[config.mk]
export PLATFORM = sky130hd
export DESIGN_NAME = calc2_req_sched_flat
export DESIGN_NICKNAME = d
export VERILOG_FILES = /design/src/rtl/calc2_req_sched_if.sv /design/src/rtl/calc2_req_sched.sv /design/src/flat_wrapper.sv
export SDC_FILE = /design/constraint.sdc
export NUM_CORES = 1
export LEC_CHECK = 0
export ABC_CLOCK_PERIOD_IN_PS = 3150
export BUFFER_PORTS_ARGS = -buffer_cell sky130_fd_sc_hd__buf_2
export CAP_MARGIN = 15
export CORE_ASPECT_RATIO = 1.1
export CORE_MARGIN = 1.5
export CORE_UTILIZATION = 38
export DETAILED_ROUTE_END_ITERATION = 6
export GPL_ROUTABILITY_DRIVEN = 0
export SETUP_SLACK_MARGIN = 0.2
export SYNTH_ARGS = -nofsm -noshare
export SYNTH_HDL_FRONTEND = slang
export SYNTH_SLANG_ARGS = --single-unit
[constraint.sdc]
create_clock -name c_clk -period 3.15 [get_ports c_clk]
set_input_delay 0 -clock c_clk [delete_from_list [all_inputs] [get_ports c_clk]]
set_output_delay 0 -clock c_clk [all_outputs]
set_load 0.01 [all_outputs]
[src/rtl/calc2_req_sched_if.sv]
// Signal bundle of calc2_req_sched: four requester ports, the ALU issue/response ports,
// the drop counter and a per-port FSM state debug view.
interface calc2_req_sched_if #(
  parameter int DATA_W = 32,
  parameter int TAG_W  = 2
);
  logic [3:0]        req1_cmd_in,  req2_cmd_in,  req3_cmd_in,  req4_cmd_in;
  logic [DATA_W-1:0] req1_data_in, req2_data_in, req3_data_in, req4_data_in;
  logic [TAG_W-1:0]  req1_tag_in,  req2_tag_in,  req3_tag_in,  req4_tag_in;
  logic              req1_busy,    req2_busy,    req3_busy,    req4_busy;
  logic [1:0]        out_resp1,    out_resp2,    out_resp3,    out_resp4;
  logic [DATA_W-1:0] out_data1,    out_data2,    out_data3,    out_data4;
  logic [TAG_W-1:0]  out_tag1,     out_tag2,     out_tag3,     out_tag4;
  // alu_valid/alu_ready: a transfer occurs on every rising edge where both are high;
  // once alu_valid rises, it and all alu_* fields hold unchanged until that transfer.
  logic              alu_valid, alu_ready;
  logic [3:0]        alu_cmd;
  logic [DATA_W-1:0] alu_op1, alu_op2;
  logic [1:0]        alu_port;
  logic [TAG_W-1:0]  alu_tag;
  logic              alu_rsp_valid;
  logic [1:0]        alu_rsp_resp;
  logic [DATA_W-1:0] alu_rsp_data;
  logic [1:0]        alu_rsp_port;
  logic [TAG_W-1:0]  alu_rsp_tag;
  logic [7:0]        drop_cnt;
  logic [7:0]        dbg_state;

  modport slave (
    input  req1_cmd_in, req2_cmd_in, req3_cmd_in, req4_cmd_in,
    input  req1_data_in, req2_data_in, req3_data_in, req4_data_in,
    input  req1_tag_in, req2_tag_in, req3_tag_in, req4_tag_in,
    output req1_busy, req2_busy, req3_busy, req4_busy,
    output out_resp1, out_resp2, out_resp3, out_resp4,
    output out_data1, out_data2, out_data3, out_data4,
    output out_tag1, out_tag2, out_tag3, out_tag4,
    output alu_valid, alu_cmd, alu_op1, alu_op2, alu_port, alu_tag,
    input  alu_ready,
    input  alu_rsp_valid, alu_rsp_resp, alu_rsp_data, alu_rsp_port, alu_rsp_tag,
    output drop_cnt, dbg_state
  );

  modport master (
    output req1_cmd_in, req2_cmd_in, req3_cmd_in, req4_cmd_in,
    output req1_data_in, req2_data_in, req3_data_in, req4_data_in,
    output req1_tag_in, req2_tag_in, req3_tag_in, req4_tag_in,
    input  req1_busy, req2_busy, req3_busy, req4_busy,
    input  out_resp1, out_resp2, out_resp3, out_resp4,
    input  out_data1, out_data2, out_data3, out_data4,
    input  out_tag1, out_tag2, out_tag3, out_tag4,
    input  alu_valid, alu_cmd, alu_op1, alu_op2, alu_port, alu_tag,
    output alu_ready,
    output alu_rsp_valid, alu_rsp_resp, alu_rsp_data, alu_rsp_port, alu_rsp_tag,
    input  drop_cnt, dbg_state
  );
endinterface

[src/rtl/calc2_req_sched.sv]
// Four-port calc2 request scheduler: per-port command buffers, round-robin ALU issue,
// response routing. Define CALC2_SCHED_DROPCNT_EN to build the saturating drop counter.
module calc2_req_sched #(
  parameter int DATA_W = 32,
  parameter int TAG_W  = 2
) (
  input logic          c_clk,
  input logic          reset_n,
  calc2_req_sched_if.slave bus
);
  typedef enum logic [1:0] {ST_IDLE = 2'd0, ST_OP2 = 2'd1, ST_FULL = 2'd2} port_st_e;

  logic [3:0]        cmd_in  [4];
  logic [DATA_W-1:0] data_in [4];
  logic [TAG_W-1:0]  tag_in  [4];
  assign cmd_in[0]  = bus.req1_cmd_in;  assign cmd_in[1]  = bus.req2_cmd_in;
  assign cmd_in[2]  = bus.req3_cmd_in;  assign cmd_in[3]  = bus.req4_cmd_in;
  assign data_in[0] = bus.req1_data_in; assign data_in[1] = bus.req2_data_in;
  assign data_in[2] = bus.req3_data_in; assign data_in[3] = bus.req4_data_in;
  assign tag_in[0]  = bus.req1_tag_in;  assign tag_in[1]  = bus.req2_tag_in;
  assign tag_in[2]  = bus.req3_tag_in;  assign tag_in[3]  = bus.req4_tag_in;

  port_st_e          st_q [4], st_d [4];
  logic [3:0]        cmd_q [4];
  logic [DATA_W-1:0] op1_q [4], op2_q [4];
  logic [TAG_W-1:0]  tag_q [4];
  logic [3:0]        loc_sent_q, loc_fire, rsp_hit, elig, busy;
  logic [1:0]        ptr_q, ptr_d, grant_idx;
  logic              grant_vld, hs, issue_free;

  logic              alu_valid_q, alu_valid_d;
  logic [3:0]        alu_cmd_q, alu_cmd_d;
  logic [DATA_W-1:0] alu_op1_q, alu_op1_d, alu_op2_q, alu_op2_d;
  logic [1:0]        alu_port_q, alu_port_d;
  logic [TAG_W-1:0]  alu_tag_q, alu_tag_d;

  logic [1:0]        resp_q [4], resp_d [4];
  logic [DATA_W-1:0] odata_q [4], odata_d [4];
  logic [TAG_W-1:0]  otag_q [4], otag_d [4];

  function automatic logic cmd_ok(input logic [3:0] c);
    return (c == 4'd1) || (c == 4'd2) || (c == 4'd5) || (c == 4'd6);
  endfunction

  // The buffer sitting in the issue register is excluded so it cannot be granted twice.
  always_comb begin : port_fsm
    hs         = alu_valid_q && bus.alu_ready;
    issue_free = !alu_valid_q || bus.alu_ready;
    for (int i = 0; i < 4; i++) begin
      busy[i]     = (st_q[i] != ST_IDLE);
      rsp_hit[i]  = bus.alu_rsp_valid && (bus.alu_rsp_port == 2'(i));
      loc_fire[i] = (st_q[i] == ST_FULL) && !cmd_ok(cmd_q[i]) && !loc_sent_q[i] && !rsp_hit[i];
      elig[i]     = (st_q[i] == ST_FULL) && cmd_ok(cmd_q[i]) &&
                    !(alu_valid_q && (alu_port_q == 2'(i)));
      st_d[i]     = st_q[i];
      case (st_q[i])
        ST_IDLE: if (cmd_in[i] != 4'd0) st_d[i] = ST_OP2;
        ST_OP2:  st_d[i] = ST_FULL;
        ST_FULL: if ((hs && (alu_port_q == 2'(i))) || loc_sent_q[i]) st_d[i] = ST_IDLE;
        default: st_d[i] = ST_IDLE;
      endcase
    end
  end

  always_comb begin : arbiter
    grant_vld = 1'b0;
    grant_idx = ptr_q;
    for (int off = 0; off < 4; off++) begin
      if (!grant_vld && elig[ptr_q + 2'(off)]) begin
        grant_vld = 1'b1;
        grant_idx = ptr_q + 2'(off);
      end
    end
    ptr_d       = ptr_q;
    alu_valid_d = alu_valid_q;
    alu_cmd_d   = alu_cmd_q;
    alu_op1_d   = alu_op1_q;
    alu_op2_d   = alu_op2_q;
    alu_port_d  = alu_port_q;
    alu_tag_d   = alu_tag_q;
    if (issue_free) begin
      alu_valid_d = grant_vld;
      if (grant_vld) begin
        alu_cmd_d  = cmd_q[grant_idx];
        alu_op1_d  = op1_q[grant_idx];
        alu_op2_d  = op2_q[grant_idx];
        alu_port_d = grant_idx;
        alu_tag_d  = tag_q[grant_idx];
        ptr_d      = grant_idx + 2'd1;
      end
    end
  end

  // ALU responses take priority; a colliding local answer waits a cycle.
  always_comb begin : resp_route
    for (int i = 0; i < 4; i++) begin
      resp_d[i]  = 2'b00;
      odata_d[i] = odata_q[i];
      otag_d[i]  = otag_q[i];
      if (rsp_hit[i]) begin
        resp_d[i]  = bus.alu_rsp_resp;
        odata_d[i] = bus.alu_rsp_data;
        otag_d[i]  = bus.alu_rsp_tag;
      end else if (loc_fire[i]) begin
        resp_d[i]  = 2'b10;
        odata_d[i] = '0;
        otag_d[i]  = tag_q[i];
      end
    end
  end

  always_ff @(posedge c_clk or negedge reset_n) begin
    if (!reset_n) begin
      for (int i = 0; i < 4; i++) begin
        st_q[i]    <= ST_IDLE;
        cmd_q[i]   <= '0;
        op1_q[i]   <= '0;
        op2_q[i]   <= '0;
        tag_q[i]   <= '0;
        resp_q[i]  <= '0;
        odata_q[i] <= '0;
        otag_q[i]  <= '0;
      end
      loc_sent_q  <= '0;
      ptr_q       <= '0;
      alu_valid_q <= 1'b0;
      alu_cmd_q   <= '0;
      alu_op1_q   <= '0;
      alu_op2_q   <= '0;
      alu_port_q  <= '0;
      alu_tag_q   <= '0;
    end else begin
      for (int i = 0; i < 4; i++) begin
        st_q[i]    <= st_d[i];
        resp_q[i]  <= resp_d[i];
        odata_q[i] <= odata_d[i];
        otag_q[i]  <= otag_d[i];
        if ((st_q[i] == ST_IDLE) && (cmd_in[i] != 4'd0)) begin
          cmd_q[i] <= cmd_in[i];
          op1_q[i] <= data_in[i];
          tag_q[i] <= tag_in[i];
        end
        if (st_q[i] == ST_OP2) op2_q[i] <= data_in[i];
      end
      loc_sent_q  <= loc_fire;
      ptr_q       <= ptr_d;
      alu_valid_q <= alu_valid_d;
      alu_cmd_q   <= alu_cmd_d;
      alu_op1_q   <= alu_op1_d;
      alu_op2_q   <= alu_op2_d;
      alu_port_q  <= alu_port_d;
      alu_tag_q   <= alu_tag_d;
    end
  end

`ifdef CALC2_SCHED_DROPCNT_EN
  logic [7:0] drop_cnt_q, drop_cnt_d;
  logic [8:0] drop_sum;

  // A drop is a new command while the buffer is FULL; the operand-2 beat ignores cmd.
  always_comb begin
    drop_sum = {1'b0, drop_cnt_q};
    for (int i = 0; i < 4; i++) begin
      if ((st_q[i] == ST_FULL) && (cmd_in[i] != 4'd0)) drop_sum = drop_sum + 9'd1;
    end
    drop_cnt_d = drop_sum[8] ? 8'hFF : drop_sum[7:0];
  end

  always_ff @(posedge c_clk or negedge reset_n) begin
    if (!reset_n) drop_cnt_q <= '0;
    else          drop_cnt_q <= drop_cnt_d;
  end

  assign bus.drop_cnt = drop_cnt_q;
`else
  assign bus.drop_cnt = 8'h00;
`endif

  assign bus.req1_busy = busy[0];  assign bus.req2_busy = busy[1];
  assign bus.req3_busy = busy[2];  assign bus.req4_busy = busy[3];
  assign bus.out_resp1 = resp_q[0];  assign bus.out_resp2 = resp_q[1];
  assign bus.out_resp3 = resp_q[2];  assign bus.out_resp4 = resp_q[3];
  assign bus.out_data1 = odata_q[0]; assign bus.out_data2 = odata_q[1];
  assign bus.out_data3 = odata_q[2]; assign bus.out_data4 = odata_q[3];
  assign bus.out_tag1  = otag_q[0];  assign bus.out_tag2  = otag_q[1];
  assign bus.out_tag3  = otag_q[2];  assign bus.out_tag4  = otag_q[3];
  assign bus.alu_valid = alu_valid_q;
  assign bus.alu_cmd   = alu_cmd_q;
  assign bus.alu_op1   = alu_op1_q;
  assign bus.alu_op2   = alu_op2_q;
  assign bus.alu_port  = alu_port_q;
  assign bus.alu_tag   = alu_tag_q;
  assign bus.dbg_state = {st_q[3], st_q[2], st_q[1], st_q[0]};
endmodule

[src/flat_wrapper.sv]
// flat-port wrapper written by rule: the top's interface ports become plain ports
module calc2_req_sched_flat 
#(
  parameter int DATA_W = 32,
  parameter int TAG_W  = 2
)
  (c_clk, reset_n, bus_req1_cmd_in, bus_req2_cmd_in, bus_req3_cmd_in, bus_req4_cmd_in, bus_req1_data_in, bus_req2_data_in, bus_req3_data_in, bus_req4_data_in, bus_req1_tag_in, bus_req2_tag_in, bus_req3_tag_in, bus_req4_tag_in, bus_req1_busy, bus_req2_busy, bus_req3_busy, bus_req4_busy, bus_out_resp1, bus_out_resp2, bus_out_resp3, bus_out_resp4, bus_out_data1, bus_out_data2, bus_out_data3, bus_out_data4, bus_out_tag1, bus_out_tag2, bus_out_tag3, bus_out_tag4, bus_alu_valid, bus_alu_cmd, bus_alu_op1, bus_alu_op2, bus_alu_port, bus_alu_tag, bus_alu_ready, bus_alu_rsp_valid, bus_alu_rsp_resp, bus_alu_rsp_data, bus_alu_rsp_port, bus_alu_rsp_tag, bus_drop_cnt, bus_dbg_state);
  calc2_req_sched_if #(.DATA_W(DATA_W), .TAG_W(TAG_W)) bus_i ();
  input logic c_clk;
  input logic reset_n;
  input wire logic [$bits(bus_i.req1_cmd_in)-1:0] bus_req1_cmd_in;
  input wire logic [$bits(bus_i.req2_cmd_in)-1:0] bus_req2_cmd_in;
  input wire logic [$bits(bus_i.req3_cmd_in)-1:0] bus_req3_cmd_in;
  input wire logic [$bits(bus_i.req4_cmd_in)-1:0] bus_req4_cmd_in;
  input wire logic [$bits(bus_i.req1_data_in)-1:0] bus_req1_data_in;
  input wire logic [$bits(bus_i.req2_data_in)-1:0] bus_req2_data_in;
  input wire logic [$bits(bus_i.req3_data_in)-1:0] bus_req3_data_in;
  input wire logic [$bits(bus_i.req4_data_in)-1:0] bus_req4_data_in;
  input wire logic [$bits(bus_i.req1_tag_in)-1:0] bus_req1_tag_in;
  input wire logic [$bits(bus_i.req2_tag_in)-1:0] bus_req2_tag_in;
  input wire logic [$bits(bus_i.req3_tag_in)-1:0] bus_req3_tag_in;
  input wire logic [$bits(bus_i.req4_tag_in)-1:0] bus_req4_tag_in;
  output wire logic [$bits(bus_i.req1_busy)-1:0] bus_req1_busy;
  output wire logic [$bits(bus_i.req2_busy)-1:0] bus_req2_busy;
  output wire logic [$bits(bus_i.req3_busy)-1:0] bus_req3_busy;
  output wire logic [$bits(bus_i.req4_busy)-1:0] bus_req4_busy;
  output wire logic [$bits(bus_i.out_resp1)-1:0] bus_out_resp1;
  output wire logic [$bits(bus_i.out_resp2)-1:0] bus_out_resp2;
  output wire logic [$bits(bus_i.out_resp3)-1:0] bus_out_resp3;
  output wire logic [$bits(bus_i.out_resp4)-1:0] bus_out_resp4;
  output wire logic [$bits(bus_i.out_data1)-1:0] bus_out_data1;
  output wire logic [$bits(bus_i.out_data2)-1:0] bus_out_data2;
  output wire logic [$bits(bus_i.out_data3)-1:0] bus_out_data3;
  output wire logic [$bits(bus_i.out_data4)-1:0] bus_out_data4;
  output wire logic [$bits(bus_i.out_tag1)-1:0] bus_out_tag1;
  output wire logic [$bits(bus_i.out_tag2)-1:0] bus_out_tag2;
  output wire logic [$bits(bus_i.out_tag3)-1:0] bus_out_tag3;
  output wire logic [$bits(bus_i.out_tag4)-1:0] bus_out_tag4;
  output wire logic [$bits(bus_i.alu_valid)-1:0] bus_alu_valid;
  output wire logic [$bits(bus_i.alu_cmd)-1:0] bus_alu_cmd;
  output wire logic [$bits(bus_i.alu_op1)-1:0] bus_alu_op1;
  output wire logic [$bits(bus_i.alu_op2)-1:0] bus_alu_op2;
  output wire logic [$bits(bus_i.alu_port)-1:0] bus_alu_port;
  output wire logic [$bits(bus_i.alu_tag)-1:0] bus_alu_tag;
  input wire logic [$bits(bus_i.alu_ready)-1:0] bus_alu_ready;
  input wire logic [$bits(bus_i.alu_rsp_valid)-1:0] bus_alu_rsp_valid;
  input wire logic [$bits(bus_i.alu_rsp_resp)-1:0] bus_alu_rsp_resp;
  input wire logic [$bits(bus_i.alu_rsp_data)-1:0] bus_alu_rsp_data;
  input wire logic [$bits(bus_i.alu_rsp_port)-1:0] bus_alu_rsp_port;
  input wire logic [$bits(bus_i.alu_rsp_tag)-1:0] bus_alu_rsp_tag;
  output wire logic [$bits(bus_i.drop_cnt)-1:0] bus_drop_cnt;
  output wire logic [$bits(bus_i.dbg_state)-1:0] bus_dbg_state;
  assign bus_i.req1_cmd_in = bus_req1_cmd_in;
  assign bus_i.req2_cmd_in = bus_req2_cmd_in;
  assign bus_i.req3_cmd_in = bus_req3_cmd_in;
  assign bus_i.req4_cmd_in = bus_req4_cmd_in;
  assign bus_i.req1_data_in = bus_req1_data_in;
  assign bus_i.req2_data_in = bus_req2_data_in;
  assign bus_i.req3_data_in = bus_req3_data_in;
  assign bus_i.req4_data_in = bus_req4_data_in;
  assign bus_i.req1_tag_in = bus_req1_tag_in;
  assign bus_i.req2_tag_in = bus_req2_tag_in;
  assign bus_i.req3_tag_in = bus_req3_tag_in;
  assign bus_i.req4_tag_in = bus_req4_tag_in;
  assign bus_req1_busy = bus_i.req1_busy;
  assign bus_req2_busy = bus_i.req2_busy;
  assign bus_req3_busy = bus_i.req3_busy;
  assign bus_req4_busy = bus_i.req4_busy;
  assign bus_out_resp1 = bus_i.out_resp1;
  assign bus_out_resp2 = bus_i.out_resp2;
  assign bus_out_resp3 = bus_i.out_resp3;
  assign bus_out_resp4 = bus_i.out_resp4;
  assign bus_out_data1 = bus_i.out_data1;
  assign bus_out_data2 = bus_i.out_data2;
  assign bus_out_data3 = bus_i.out_data3;
  assign bus_out_data4 = bus_i.out_data4;
  assign bus_out_tag1 = bus_i.out_tag1;
  assign bus_out_tag2 = bus_i.out_tag2;
  assign bus_out_tag3 = bus_i.out_tag3;
  assign bus_out_tag4 = bus_i.out_tag4;
  assign bus_alu_valid = bus_i.alu_valid;
  assign bus_alu_cmd = bus_i.alu_cmd;
  assign bus_alu_op1 = bus_i.alu_op1;
  assign bus_alu_op2 = bus_i.alu_op2;
  assign bus_alu_port = bus_i.alu_port;
  assign bus_alu_tag = bus_i.alu_tag;
  assign bus_i.alu_ready = bus_alu_ready;
  assign bus_i.alu_rsp_valid = bus_alu_rsp_valid;
  assign bus_i.alu_rsp_resp = bus_alu_rsp_resp;
  assign bus_i.alu_rsp_data = bus_alu_rsp_data;
  assign bus_i.alu_rsp_port = bus_alu_rsp_port;
  assign bus_i.alu_rsp_tag = bus_alu_rsp_tag;
  assign bus_drop_cnt = bus_i.drop_cnt;
  assign bus_dbg_state = bus_i.dbg_state;
  calc2_req_sched #(.DATA_W(DATA_W), .TAG_W(TAG_W)) u_core (.c_clk(c_clk), .reset_n(reset_n), .bus(bus_i));
endmodule
Word-level counts from Yosys, hierarchy flattened
Cells that the tools add are included. Widths: inputs -> output; s select.

$add $sub $neg: 4. $lt $le $gt $ge: 5. Eq/ne operators: 38. Mux-type cells: 63. Bitwise logic cells: 1. Reductions and logical operators: 100.

Operators by type and width (number): $mux 32 (12); $bmux 32 s2 (2); $mux 2 (29); $logic_and 1x1->1 (40); $eq 4x3->1 const B (8); $pmux 2 s3 (4); $logic_not 1->1 (20); $logic_or 1x1->1 (17); $eq 2x2->1 const B (8); $eq 4x1->1 const B (4); $eq 4x2->1 const B (4); $reduce_bool 2->1 (8); $reduce_bool 4->1 (4); $eq 2x1->1 const B (6); $logic_not 2->1 (6); $lt 2x3->1 const B (4); $ne 2x2->1 const B (6); $reduce_and 2->1 (5); $bmux 1 s2 (4); $bmux 4 s2 (1); $mux 1 (8); $mux 4 (2); $add 2x1->2 const B (2); $add 2x2->2 const B (2); other kinds (4) (5).

Register bits: 511. Bits of input ports: 194. Output and inout bits: 237. Word-level logic and storage cells: 251.

Longest topological paths before layout
Depth in word-level cells: 22. Depth in mapped cells: 11. Mapped depth without buffers: 7.

Least setup slack after synthesis
No wires, ideal clock.

Path kind: register -> register. From: reg u_core.st_q, in the netlist u_core.bus.dbg_state[4]. To: reg u_core.alu_op2_q[16] (netlist: u_core.bus.alu_op2[16]). Library setup time: 0.142 ns. Data arrival time: 2.287 ns. Required time: 3.008 ns. Slack: 0.720 ns. Stages on the path, launching flop included: 10. Buffers on the path: 3. Clock period less this slack: 2.430 ns. Path through: dfrtp_1 nand2b_4 or4_4 or3b_1 nand3b_1 buf_4 buf_6 buf_6 mux2i_1 o221ai_1.

Cells in the longest elaborated chain, start to end: 19. Elaborated cells between the ends (all ways): 29. Classes of those cells: 1 x eq/ne; 18 x mux; 1 x bitwise; 9 x reduce/logical.

RTL lines: from (decl) (RTL line calc2_req_sched.sv:23) `port_st_e st_q [4], st_d [4];`; from (signal, indexed assignment) (RTL line calc2_req_sched.sv:134) `st_q[i] <= st_d[i];`; $eq 2x2->1 (*) (RTL line calc2_req_sched.sv:53) `elig[i] = (st_q[i] == ST_FULL) && cmd_ok(cmd_q[i]) &&`; $logic_and 1x1->1 (*) (2 in a row) (RTL line calc2_req_sched.sv:53); $bmux 1 s2 (RTL line calc2_req_sched.sv:69) `if (!grant_vld && elig[ptr_q + 2'(off)]) begin`; $mux 1 (implied by the code) (RTL line calc2_req_sched.sv:69); $mux 1 (RTL line calc2_req_sched.sv:69); $logic_not 1->1 (RTL line calc2_req_sched.sv:69); $logic_and 1x1->1 (RTL line calc2_req_sched.sv:69); $mux 1 (RTL line calc2_req_sched.sv:69); $logic_not 1->1 (RTL line calc2_req_sched.sv:69); $logic_and 1x1->1 (RTL line calc2_req_sched.sv:69); $mux 1 (RTL line calc2_req_sched.sv:69); $logic_not 1->1 (RTL line calc2_req_sched.sv:69); $logic_and 1x1->1 (RTL line calc2_req_sched.sv:69); $mux 2 (RTL line calc2_req_sched.sv:69); $not 2->3 (implied by the code) (RTL line calc2_req_sched.sv:86) `alu_op2_d = op2_q[grant_idx];`; $bmux 32 s2 (RTL line calc2_req_sched.sv:86); $mux 32 (implied by the code) (2 in a row) (RTL line calc2_req_sched.sv:86); to (signal assigned) (RTL line calc2_req_sched.sv:150) `alu_op2_q <= alu_op2_d;`; to (decl) (RTL line calc2_req_sched.sv:33) `logic [DATA_W-1:0] alu_op1_q, alu_op1_d, alu_op2_q, alu_op2_d;`.

Every way passes the cells marked *; elsewhere a longest branch is shown, timed or not. The select of a mux whose other input is x is not followed. A chain may end at the register's enable or synchronous reset.

Final worst setup path
From: reg u_core.cmd_q[5] (netlist name). To: reg u_core.alu_op2_q[27] (netlist: u_core.bus.alu_op2[27]).

Cells in the longest elaborated chain, start to end: 22. Elaborated cells between the ends (all ways): 35. Classes of those cells: 4 x eq/ne; 18 x mux; 1 x bitwise; 12 x reduce/logical.

RTL lines: from (decl) (RTL line calc2_req_sched.sv:24) `logic [3:0] cmd_q [4];`; from (signal, indexed assignment) (RTL line calc2_req_sched.sv:139) `cmd_q[i] <= cmd_in[i];`; $eq 4x1->1 / $eq 4x2->1 (equally long branches) (RTL line calc2_req_sched.sv:42) `return (c == 4'd1) || (c == 4'd2) || (c == 4'd5) || (c == 4'd6);`; $logic_or 1x1->1 (2 in a row) (RTL line calc2_req_sched.sv:42); $logic_or 1x1->1 (*) (RTL line calc2_req_sched.sv:42); $logic_and 1x1->1 (*) (2 in a row) (RTL line calc2_req_sched.sv:53); $bmux 1 s2 (RTL line calc2_req_sched.sv:69); $mux 1 (implied by the code) (RTL line calc2_req_sched.sv:69); $mux 1 (RTL line calc2_req_sched.sv:69); $logic_not 1->1 (RTL line calc2_req_sched.sv:69); (+3 left out); $logic_and 1x1->1 (RTL line calc2_req_sched.sv:69); $mux 1 (RTL line calc2_req_sched.sv:69); $logic_not 1->1 (RTL line calc2_req_sched.sv:69); $logic_and 1x1->1 (RTL line calc2_req_sched.sv:69); $mux 2 (RTL line calc2_req_sched.sv:69); $not 2->3 (implied by the code) (RTL line calc2_req_sched.sv:86); $bmux 32 s2 (RTL line calc2_req_sched.sv:86); $mux 32 (implied by the code) (2 in a row) (RTL line calc2_req_sched.sv:86).

Marked as above.

==> flow_summary_export.csv <==
group,metric,value,unit
run_status,status,"completed",
final_layout,nFillCells,4847,
power_and_ir_drop,internal_power,20.4,mW
grt,grt_usage,23.2,%
yosys,synthMuxAreaShare,21.3,%
power_and_ir_drop,powerDensity,1160,mW/mm^2
worst_setup_path,crit_path_max_fanout,35,
run,max_cap_viol_count,0,
grt,grt_overflow_total,0,
final_layout,final_cells,3109,
yosys,synth_top_family_by_area,"multiplexers",
yosys,synth_edf_count,0,
timing,finalSetupViolCount,0,
yosys,synth_top_area_share,59.9,%
clock_tree,cts_sinks,511,
timing,maxSlewHeadroom,41.2,%
worst_setup_path,path_cells,"xnor2_1 > or4_4 > or3b_1 > o2111ai_1 > o21ai_2 > or2_4 > o221ai_1",
worst_setup_path,critPathBufInv,0,
placed_design,dp.cells,2807,
worst_setup_path,max_stage_delay,560,ps
grt,grt_pass1_wl,103,mm
routing,drt.antenna.violating_nets,0,
floorplanning,io_pins,431,
final_layout,area_delta_synth_final,32.5,%
power_and_ir_drop,switching_power,12.2,mW
clock_tree,cts-root-buf,"clkbuf_16",
floorplanning,die_h,252,microns
worst_setup_path,required,3680,ps
final_layout,num-nets-final,2525,
floorplanning,coreArea,0.0552,sq mm
hold_path,hold_class,"primary input to asynchronous set/reset pin",
yosys,netlist_area,0.0213,sq mm
power_and_ir_drop,clockPowerShare,20.4,%
yosys,synthAdderAreaFrac,0,%
worst_setup_path,cp.arrival,3350,ps
worst_setup_path,criticalPathCategory,"flip-flop to flip-flop",
floorplanning,dieArea,0.0576,sq mm
worst_setup_path,worst_setup_path_start_kind,"flip-flop",
routing,wl_per_cell,21.9,microns
timing,finalHoldViolCount,0,
yosys,synth-xor-area-share,0.205,%
power_and_ir_drop,power.share.sequential,35.7,%
worst_setup_path,rr_startpoint,"u_core.cmd_q[5]$_DFFE_PN0P_",
routing,drtIter0Drc,1062,
yosys,synth_seq_area_share,59.9,%
yosys,synth-simple-area-share,8.22,%
routing,drcViolationCount,0,
yosys,ys_ff_latch,511,
floorplanning,die_x,229,microns
routing,first_pass_iters,5,
yosys,syn-instance-count,1723,
timing,period_share,89.5,%
clock_tree,cts_buffer_depth,3,
yosys,ys_types,44,
final_layout,drive_gt1_share,36.4,%
clock_tree,ctsHtreeMaxLevel,2,
floorplanning,num_rows,90,
timing,tns,0,ps
timing,slew_viol_final,0,
clock_tree,numCtsBuffers,56,
yosys,yosysWarnings,0,
timing,rsz0062_at_grt,"false",
clock_tree,cts_tree,"built",
power_and_ir_drop,leakagePower,13.3,nW
yosys,synth_top_cells_by_area,"dfrtp_1 60%, mux2_2 14%, mux2i_1 6.8%, nand2_1 6.1%, o21ai_0 3.5%",
routing,wl,68.2,mm
worst_setup_path,crit_cells,7,
clock_tree,insertion_delay,620,ps
floorplanning,start_util,38.7,%
grt,grt_pass1_vias,16499,
power_and_ir_drop,power_frac_comb,43.9,%
yosys,ys_top_cells_by_count,"511 x dfrtp_1, 349 x nand2_1, 274 x mux2_2",
yosys,synth-compound-area-share,6.72,%
power_and_ir_drop,swShare,37.5,%
placed_design,dp_hpwl,42.8,mm
worst_setup_path,regToRegSetupSlack,330,ps
grt,grt_max_degree,101,
routing,vias_per_cell,5.15,
yosys,synthArstFlopShare,100,%
worst_setup_path,critPathTopFamily,"simple AND/OR/NAND/NOR gates",
grt,antenna_found_initial,7,
yosys,ys.flop_type,"dfrtp_1",
timing,worstMarginPinSlew,882,ps
timing,finalClockSkew,29.7,ps
yosys,syn_area_per_cell,12.4,sq um
power_and_ir_drop,ir_worst_vdd,0.594,mV
yosys,synth_largest_area_cell,"dfrtp_1",
placed_design,io_buffers,422,
worst_setup_path,r2r-end,"u_core.bus.alu_op2[27]$_DFFE_PN0P_",
worst_setup_path,end_kind,"flip-flop",
timing,max_freq,355,MHz
worst_setup_path,slowest_stage,"or4_4",
yosys,synthMostInstantiatedCell,"dfrtp_1",
timing,min_period,2820,ps
routing,vias,16005,
worst_setup_path,reg2reg_depth,7,
clock_tree,clk_pin_slew,60,ps
[worst register-to-register path, stage by stage, from the launching register on]
cell       delay [ps]
dfrtp_1           420
xnor2_1           180
or4_4             560
or3b_1            390
o2111ai_1         150
o21ai_2           200
or2_4             520
o221ai_1          310
[per-layer routing]
| metal | track usage [%] | up-vias | part of all wire (%) |
|---|---|---|---|
| li1 | - | 7226 | - |
| met1 | 30.5 | 8140 | 43 |
| met2 | 38.6 | 530 | 48 |
| met3 | 5.53 | 103 | 6.6 |
| met4 | 6.00 | 6 | 2.1 |
| met5 | 0 | - | 0.051 |
[cells in the final DEF, fill, tap and decap left out, drive strengths merged, types with 3 or more instances in the layout]
cell type and instances:
nand2 349, nand2b 13, mux2 274, or4 4, a21o 4, inv 12, o221ai 69, dlygate4sd3 196
nor4 9, clkinv 9, and3b 3, nor2b 4, conb 8, bufinv 4, dfrtp 511, xnor2 5
nor3 4, nor2 17, mux2i 146, buf 468, clkbuf 81, and2 5, diode 4, o21ai 150
or2 4
[state kept, by name (all words and copies together) (netlist names), 32 cells and up]
signal	cells
u_core.op1_q	128
u_core.op2_q	128
u_core.bus.alu_op1	32
u_core.bus.alu_op2	32
u_core.bus.out_data1	32
u_core.bus.out_data2	32
u_core.bus.out_data3	32
u_core.bus.out_data4	32
[logic make-up after synthesis]
logic type	after synthesis
flops	511
simple gates	421
mux	420
compound gates	229
buf+inv	136
xor+xnor	5
other cells	1
[power by group through the flow]
stage | registers (mW) | clock network [mW] | logic [mW]
3_3_place_gp | 11.6 | 0 | 13.5
4_1_cts | 11.6 | 6.82 | 14.3
3_5_place_dp | 11.7 | 0 | 13.8
6_report | 11.7 | 6.67 | 14.3
5_1_grt | 12.1 | 7.08 | 15.5
2_1_floorplan | 11.8 | 0 | 8.91
[worst max path at each step]
| stage | to | slack [ps] | startpoint |
|---|---|---|---|
| after CTS | u_core.bus.alu_op2[6]$_DFFE_PN0P_ | 270 | u_core.bus.dbg_state[0]$_DFFE_PN0P_ |
| after detailed placement | u_core.bus.alu_tag[0]$_DFFE_PN0P_ | 40 | u_core.bus.dbg_state[2]$_DFFE_PN0P_ |
| after floorplan | u_core.bus.alu_op2[16]$_DFFE_PN0P_ | 720 | u_core.bus.dbg_state[4]$_DFFE_PN0P_ |
| after global placement | u_core.bus.alu_tag[0]$_DFFE_PN0P_ | 100 | u_core.bus.dbg_state[2]$_DFFE_PN0P_ |
| after global routing | u_core.bus.alu_op1[0]$_DFFE_PN0P_ | 200 | u_core.bus.dbg_state[0]$_DFFE_PN0P_ |
| final | u_core.bus.alu_op2[27]$_DFFE_PN0P_ | 330 | u_core.cmd_q[5]$_DFFE_PN0P_ |
[final cells by class]
| type | count | area, sq um | share of cell area [%] |
|---|---|---|---|
| antenna | 4 | 10.0 | 0.0354 |
| clock buffer | 80 | 1650 | 5.84 |
| clock inverter | 16 | 215 | 0.761 |
| inverter | 11 | 41.3 | 0.146 |
| multi-input combinational | 1085 | 7950 | 28.1 |
| sequential | 511 | 12800 | 45.2 |
| tap | 736 | 921 | 3.26 |
| timing repair buffer | 666 | 4690 | 16.6 |
[metrics by stage]
| stage | area (sq um) | power (mW) | util, % | setup slack, ps | hold WS (ps) |
|---|---|---|---|---|---|
| after floorplan | 21400 | 20.7 | - | 720 | -296 |
| after global placement | 24300 | 25.1 | 44.1 | 96.5 | 87.8 |
| after detailed placement | 24300 | 25.5 | 44.1 | 38.0 | 88.2 |
| after CTS | 28200 | 32.7 | 51.1 | 269 | 13.3 |
| after global routing | 28300 | 34.6 | 51.2 | 202 | 48.3 |
| final | 28300 | 32.7 | 51.2 | 332 | 2.65 |
[timing repair]
| item | in CTS | in global routing |
|---|---|---|
| gates cloned | 2 | 2 |
| gates resized for setup | 1 | 8 |
| hold buffers | 196 | 0 |
| setup buffers | 1 | 1 |
| pin swaps | 2 | 2 |
| endpoints found under the hold margin | 632 | 0 |
| setup endpoints to repair | 69 | 66 |
(Power assumes the default switching activity.)
